File: src/rtl/iot_stream_mem_writer.sv
// Packs a valid/ready byte stream little-endian into 32-bit words and writes them into a
// circular buffer in single-port RAM. Define IOT_STREAM_MEM_WRITER_VERIFY_EN for read-back checking.
module iot_stream_mem_writer #(
  parameter int ADDR_W      = 11,
  parameter int DEPTH_WORDS = 2048,
  parameter int BASE_ADDR   = 0
) (
  input  logic              clk,
  input  logic              reset,
  input  logic              enable,
  input  logic              flush,
  input  logic [7:0]        s_data,
  input  logic              s_valid,
  input  logic              s_last,
  output logic              s_ready,
  output logic [ADDR_W-1:0] mem_address,
  output logic [3:0]        mem_byteenable,
  output logic              mem_chipselect,
  output logic              mem_write,
  output logic [31:0]       mem_writedata,
  input  logic [31:0]       mem_readdata,
  output logic              mem_clken,
  output logic              mem_reset_req,
  output logic [ADDR_W-1:0] wr_ptr,
  output logic              wrapped,
  output logic              pkt_done,
  output logic              verify_err,
  output logic [ADDR_W-1:0] err_addr
);
  localparam logic [ADDR_W-1:0] FIRST_ADDR = ADDR_W'(BASE_ADDR);
  localparam logic [ADDR_W-1:0] LAST_ADDR  = ADDR_W'(BASE_ADDR + DEPTH_WORDS - 1);

  typedef enum logic [2:0] {S_IDLE, S_PACK, S_WRITE, S_VRD, S_VCMP} state_t;

  state_t              state_q, state_d;
  logic [2:0]          cnt_q, cnt_d, cnt_nxt;
  logic [31:0]         data_q, data_d, data_nxt;
  logic                last_q, last_d;
  logic [ADDR_W-1:0]   wr_ptr_q, wr_ptr_d;
  logic                wrapped_q, wrapped_d;
  logic                s_ready_q, s_ready_d;
  logic [ADDR_W-1:0]   mem_address_q, mem_address_d;
  logic [3:0]          mem_byteenable_q, mem_byteenable_d;
  logic                mem_chipselect_q, mem_chipselect_d;
  logic                mem_write_q, mem_write_d;
  logic [31:0]         mem_writedata_q, mem_writedata_d;
  logic                pkt_done_q, pkt_done_d;
  logic                accept, go_wr;
  logic [3:0]          be_nxt;

`ifdef IOT_STREAM_MEM_WRITER_VERIFY_EN
  logic [31:0]         chk_data_q, chk_data_d, chk_mask;
  logic [3:0]          chk_be_q, chk_be_d;
  logic [ADDR_W-1:0]   chk_addr_q, chk_addr_d;
  logic                verify_err_q, verify_err_d;
  logic [ADDR_W-1:0]   err_addr_q, err_addr_d;
  logic                mismatch;
`endif

  always_comb begin
    state_d          = state_q;
    cnt_d            = cnt_q;
    data_d           = data_q;
    last_d           = last_q;
    wr_ptr_d         = wr_ptr_q;
    wrapped_d        = wrapped_q;
    mem_address_d    = '0;
    mem_byteenable_d = '0;
    mem_chipselect_d = 1'b0;
    mem_write_d      = 1'b0;
    mem_writedata_d  = '0;
    pkt_done_d       = 1'b0;

    accept   = (state_q == S_PACK) && s_valid && s_ready_q;
    cnt_nxt  = cnt_q + {2'b00, accept};
    data_nxt = data_q;
    if (accept) data_nxt[8*cnt_q[1:0] +: 8] = s_data;
    // A byte arriving alongside flush/enable-drop is packed before the word is written.
    go_wr = (accept && (cnt_q == 3'd3 || s_last)) ||
            ((flush || !enable) && cnt_nxt != 3'd0);
    case (cnt_nxt)
      3'd1:    be_nxt = 4'h1;
      3'd2:    be_nxt = 4'h3;
      3'd3:    be_nxt = 4'h7;
      3'd4:    be_nxt = 4'hF;
      default: be_nxt = 4'h0;
    endcase

`ifdef IOT_STREAM_MEM_WRITER_VERIFY_EN
    chk_data_d   = chk_data_q;
    chk_be_d     = chk_be_q;
    chk_addr_d   = chk_addr_q;
    verify_err_d = verify_err_q;
    err_addr_d   = err_addr_q;
    for (int i = 0; i < 4; i++) chk_mask[8*i +: 8] = {8{chk_be_q[i]}};
    mismatch = |((mem_readdata ^ chk_data_q) & chk_mask);
`endif

    case (state_q)
      S_IDLE: if (enable) state_d = S_PACK;
      S_PACK: begin
        cnt_d  = cnt_nxt;
        data_d = data_nxt;
        last_d = accept && s_last;
        if (go_wr) begin
          state_d          = S_WRITE;
          mem_address_d    = wr_ptr_q;
          mem_byteenable_d = be_nxt;
          mem_chipselect_d = 1'b1;
          mem_write_d      = 1'b1;
          mem_writedata_d  = data_nxt;
        end else if (!enable) begin
          state_d = S_IDLE;
        end
      end
      S_WRITE: begin
        if (wr_ptr_q == LAST_ADDR) begin
          wr_ptr_d  = FIRST_ADDR;
          wrapped_d = 1'b1;
        end else begin
          wr_ptr_d = wr_ptr_q + ADDR_W'(1);
        end
        cnt_d  = '0;
        data_d = '0;
`ifdef IOT_STREAM_MEM_WRITER_VERIFY_EN
        chk_data_d       = mem_writedata_q;
        chk_be_d         = mem_byteenable_q;
        chk_addr_d       = mem_address_q;
        mem_chipselect_d = 1'b1;
        mem_address_d    = mem_address_q;
        state_d          = S_VRD;
`else
        pkt_done_d = last_q;
        last_d     = 1'b0;
        state_d    = enable ? S_PACK : S_IDLE;
`endif
      end
`ifdef IOT_STREAM_MEM_WRITER_VERIFY_EN
      S_VRD: state_d = S_VCMP;
      S_VCMP: begin
        if (mismatch) begin
          verify_err_d = 1'b1;
          if (!verify_err_q) err_addr_d = chk_addr_q;
        end
        pkt_done_d = last_q;
        last_d     = 1'b0;
        state_d    = enable ? S_PACK : S_IDLE;
      end
`endif
      default: state_d = S_IDLE;
    endcase

    s_ready_d = (state_d == S_PACK);
  end

  always_ff @(posedge clk) begin
    if (reset) begin
      state_q          <= S_IDLE;
      cnt_q            <= '0;
      data_q           <= '0;
      last_q           <= 1'b0;
      wr_ptr_q         <= FIRST_ADDR;
      wrapped_q        <= 1'b0;
      s_ready_q        <= 1'b0;
      mem_address_q    <= '0;
      mem_byteenable_q <= '0;
      mem_chipselect_q <= 1'b0;
      mem_write_q      <= 1'b0;
      mem_writedata_q  <= '0;
      pkt_done_q       <= 1'b0;
`ifdef IOT_STREAM_MEM_WRITER_VERIFY_EN
      chk_data_q       <= '0;
      chk_be_q         <= '0;
      chk_addr_q       <= '0;
      verify_err_q     <= 1'b0;
      err_addr_q       <= '0;
`endif
    end else begin
      state_q          <= state_d;
      cnt_q            <= cnt_d;
      data_q           <= data_d;
      last_q           <= last_d;
      wr_ptr_q         <= wr_ptr_d;
      wrapped_q        <= wrapped_d;
      s_ready_q        <= s_ready_d;
      mem_address_q    <= mem_address_d;
      mem_byteenable_q <= mem_byteenable_d;
      mem_chipselect_q <= mem_chipselect_d;
      mem_write_q      <= mem_write_d;
      mem_writedata_q  <= mem_writedata_d;
      pkt_done_q       <= pkt_done_d;
`ifdef IOT_STREAM_MEM_WRITER_VERIFY_EN
      chk_data_q       <= chk_data_d;
      chk_be_q         <= chk_be_d;
      chk_addr_q       <= chk_addr_d;
      verify_err_q     <= verify_err_d;
      err_addr_q       <= err_addr_d;
`endif
    end
  end

  assign s_ready        = s_ready_q;
  assign mem_address    = mem_address_q;
  assign mem_byteenable = mem_byteenable_q;
  assign mem_chipselect = mem_chipselect_q;
  assign mem_write      = mem_write_q;
  assign mem_writedata  = mem_writedata_q;
  assign mem_clken      = 1'b1;
  assign mem_reset_req  = reset;
  assign wr_ptr         = wr_ptr_q;
  assign wrapped        = wrapped_q;
  assign pkt_done       = pkt_done_q;

`ifdef IOT_STREAM_MEM_WRITER_VERIFY_EN
  assign verify_err = verify_err_q;
  assign err_addr   = err_addr_q;
`else
  logic unused_readdata;
  assign unused_readdata = ^mem_readdata;
  assign verify_err      = 1'b0;
  assign err_addr        = '0;
`endif
endmodule

File: config.mk
export PLATFORM = sky130hd
export DESIGN_NAME = iot_stream_mem_writer
export DESIGN_NICKNAME = d
export VERILOG_FILES = /design/src/rtl/iot_stream_mem_writer.sv
export SDC_FILE = /design/constraint.sdc
export NUM_CORES = 1
export LEC_CHECK = 0
export CORE_ASPECT_RATIO = 0.8
export CORE_UTILIZATION = 39
export CTS_BUF_LIST = sky130_fd_sc_hd__clkbuf_4 sky130_fd_sc_hd__clkbuf_8
export DETAILED_ROUTE_END_ITERATION = 10
export PLACE_DENSITY = 0.68
export SKIP_LAST_GASP = 1
export SLEW_MARGIN = 20
export SYNTH_ARGS = -nofsm -noshare
export SYNTH_HDL_FRONTEND = slang
export SYNTH_SLANG_ARGS = --single-unit
File: constraint.sdc
create_clock -name clk -period 2.5 [get_ports clk]
set_input_delay 0.5 -clock clk [delete_from_list [all_inputs] [get_ports clk]]
set_output_delay 0.5 -clock clk [all_outputs]
set_load 0.02 [all_outputs]
==> results by group <==
Status
  • Status: complete, no violations

Die
  • Die width: 117 µm
  • Top Ports: 123
  • Core area: 10300 µm²
  • Initial Utilization: 40.1%
  • Die area: 11000 µm²
  • Rows: 33
  • Die Y: 94.0 µm

Clock tree
  • Htree depth: 3
  • Worst-Skew Late Latency: 0.36 ns
  • Number of buffers created by CTS: 9
  • Setup bufs post-CTS: 0
  • Worst-path clk slew: ~0.10 ns
  • Clock root buffer: clkbuf_8
  • Hold buffer count at cts: 0
  • CTS tree: done
  • Deepest clock path buffer count: 2
  • Sink Count: about 100

Route
  • Routed vias/inst: 4.96
  • Drt drc: 0
  • Final ANT Viol Nets: 0
  • Total wire length: 9880 µm
  • Pre-Repair DR Iteration Count: 5
  • DR iter-0 viols: between 200 and 250
  • WL/cell: 14.7 µm
  • Via count: 3325

STA
  • Fmax: 0.448 GHz
  • Final Skew: 0.0104 ns
  • Post-route setup TNS: 0 ns
  • Final hold violations: 0
  • Fin crit share: a little under 90%
  • # setup viols final: 0
  • Hold WS: 0.461 ns
  • Slew Viols, Final: 0
  • Slew margin rel.: 56.9%
  • Post-route minimum period: about 2.2 ns
  • RSZ-0062 raised after global routing: false
  • Least-Margin Pin Slew: 0.646 ns

Placement
  • RD Place Congestion: between 0.8 and 0.9
  • Port Buf Inserts: 77
  • Post-detail-place hpwl: 7230 µm
  • Placed Area: roughly 5100 µm²

Layout
  • Reg area: between 2000 and 2500 µm²
  • Syn-to-layout area delta: 28.1%
  • Layout Nets: between 500 and 600
  • Area occupied by multi-input gates: 1850 µm²
  • Layout cells sized above 1: 15.3%
  • Post-route cell area: 5280 µm²
  • Antenna diodes: 0
  • # fillers: 928

Worst setup path
  • CP Max Fanout: 12
  • CP required: ~2.8 ns
  • Worst path cell trace: nor4bb_4 > and2_1 > ha_1 > ha_1 > nor2_1 > a21oi_1 > o21ai_4 > inv_1 > and2_1
  • Crit path DAT: 2.49 ns
  • CP max stage delay: about 0.44 ns
  • Startpoint Class: register
  • Slowest cell on crit path: dfxtp_1
  • Critical path class: register to register
  • Crit. End Element: register

GRT
  • First-pass GRT wire length: 15800 µm
  • Initial antenna violation count: 0
  • Largest net degree at the start of global routing: 19
  • Vias in the first global route: about 3100
  • GRT Total Usage: 18.9%
  • Grt ovf: 0

Synthesis
  • Synth area leaders: dfxtp_1 49%, nand2_1 6.1%, a21oi_2 5.9%
  • Synth top cells by count: 101 x dfxtp_1, 67 x nand2_1, 42 x nand3_1
  • Sequential share of the synthesized area: just under 50%
  • Synth unique cells: 47
  • Mean Syn Cell Area: 9.42 µm²
  • Post-synth top area cell: dfxtp_1
  • Yosys warns: 0
  • Yosys top cell area share: 49.0%
  • Asr flop ratio synth: 0%
  • Number of synthesized flops with an enable pin: 0
  • Post-Syn Instances: 438
  • Top FF cell, synth: dfxtp_1
  • Synth Cell Area: 4130 µm²
  • Register bit total from synthesis: 101
  • Count leader, synth: dfxtp_1

Run
  • Max Cap Violations: 0

Pwr
  • Tot Pwr: 2840 µW
  • PD cells: around 540 nW/µm²
  • P_leak: 0.00181 µW
  • Worst vdd ir: 0.263 mV

Min path
  • Worst hold path type: register to register
## path summary, 6_finish.rpt
kind,startpoint,end,slack [ns],depth (start not counted)
setup reg to reg,s_ready$_SDFF_PP0_,mem_address[9]$_SDFF_PP0_,0.27,9
hold reg to reg,data_q[10]$_SDFFE_PP0P_,data_q[10]$_SDFFE_PP0P_,0.46,2
hold / removal,data_q[10]$_SDFFE_PP0P_,data_q[10]$_SDFFE_PP0P_,0.46,2
setup / recovery,s_ready$_SDFF_PP0_,mem_address[9]$_SDFF_PP0_,0.27,9
## placed cells by master, fill, tap and decap left out, drive strengths merged, types with 2 or more instances in the layout
master         count
a311oi             2
xnor2              7
buf               24
nand2             69
o22ai              8
clkbuf            10
ha                 9
nor3               4
and2              14
dfxtp            101
nor2              18
nand2b             2
a21oi             42
inv               13
a21o               2
nand3             42
nor3b              6
and3               8
o21ai             21
conb              14
xor2               3
clkdlybuf4s50     77
or3                2
nor2b              3
a2bb2oi            4
bufinv             2
a22o               8
nand4              4
## per-stage QoR
step           cells  util (%)  setup WS (ns)
3_3_place_gp     656      49.2        -0.0430
2_1_floorplan    450         -          0.247
5_1_grt          671      51.4         0.0229
3_5_place_dp     656      49.2        -0.0817
6_report         671      51.4          0.268
4_1_cts          671      51.3          0.188
## where the power goes
group          internal (µW)  switching [µW]  total (µW)
Combinational           36.4            72.9         109
Clock                    575             541        1120
Sequential              1610            2.42        1610
Total                   2220             616        2840
## logic make-up (layout without fill, tap and decap cells)
family | Yosys count | count (layout) | share of synthesized area (%)
simple gates | 177 | 177 | 22.3
flops | 101 | 101 | 49.0
compound gates | 92 | 92 | 16.1
buf+inv | 47 | 128 | 7.55
xor+xnor | 10 | 10 | 2.12
fa+ha+maj | 9 | 9 | 2.73
other cells | 2 | 14 | 0.182
## layer usage
layer | wire length (µm) | vias up | share of wire, % | global-route usage, %
met5 | 0 | - | 0 | 0
met4 | 122 | 0 | 1.2 | 6.43
met3 | 543 | 12 | 5.5 | 3.29
met2 | 4480 | 103 | 45 | 28.8
met1 | 4730 | 1561 | 48 | 26.8
li1 | - | 1649 | - | -
## critical path: cells and delay by family, from the launching register on
| kind | cells | cell delay [ns] |
|---|---|---|
| AO/OA/AOI/OAI | 2 | 0.30 |
| adder cells (fa/ha/maj) | 2 | 0.39 |
| buffers and inverters | 1 | 0.18 |
| flip-flops | 1 | 0.44 |
| AND/OR/NAND/NOR | 4 | 0.82 |
## repair_timing
item	in CTS	in global routing
hold endpoints to repair	0	0
setup endpoints to repair	0	2
gates resized for setup	0	1
## area by class of cell
cell class	instances	share of cell area, %
sequential	101	38.3
multi-input combinational	302	35.0
timing repair buffer	101	18.5
tap	140	3.32
clock buffer	10	2.49
clock inverter	5	1.61
inverter	12	0.852
## sequential cells by signal (all words and copies together) (netlist names)
signal / flops
mem_address: 11
s_ready: 1
state_q: 3
wr_ptr: 11
mem_writedata: 32
pkt_done: 1
last_q: 1
mem_write: 1
wrapped: 1
data_q: 32
mem_byteenable: 4
cnt_q: 3
No activity file was read; power rests on OpenSTA's default activity.
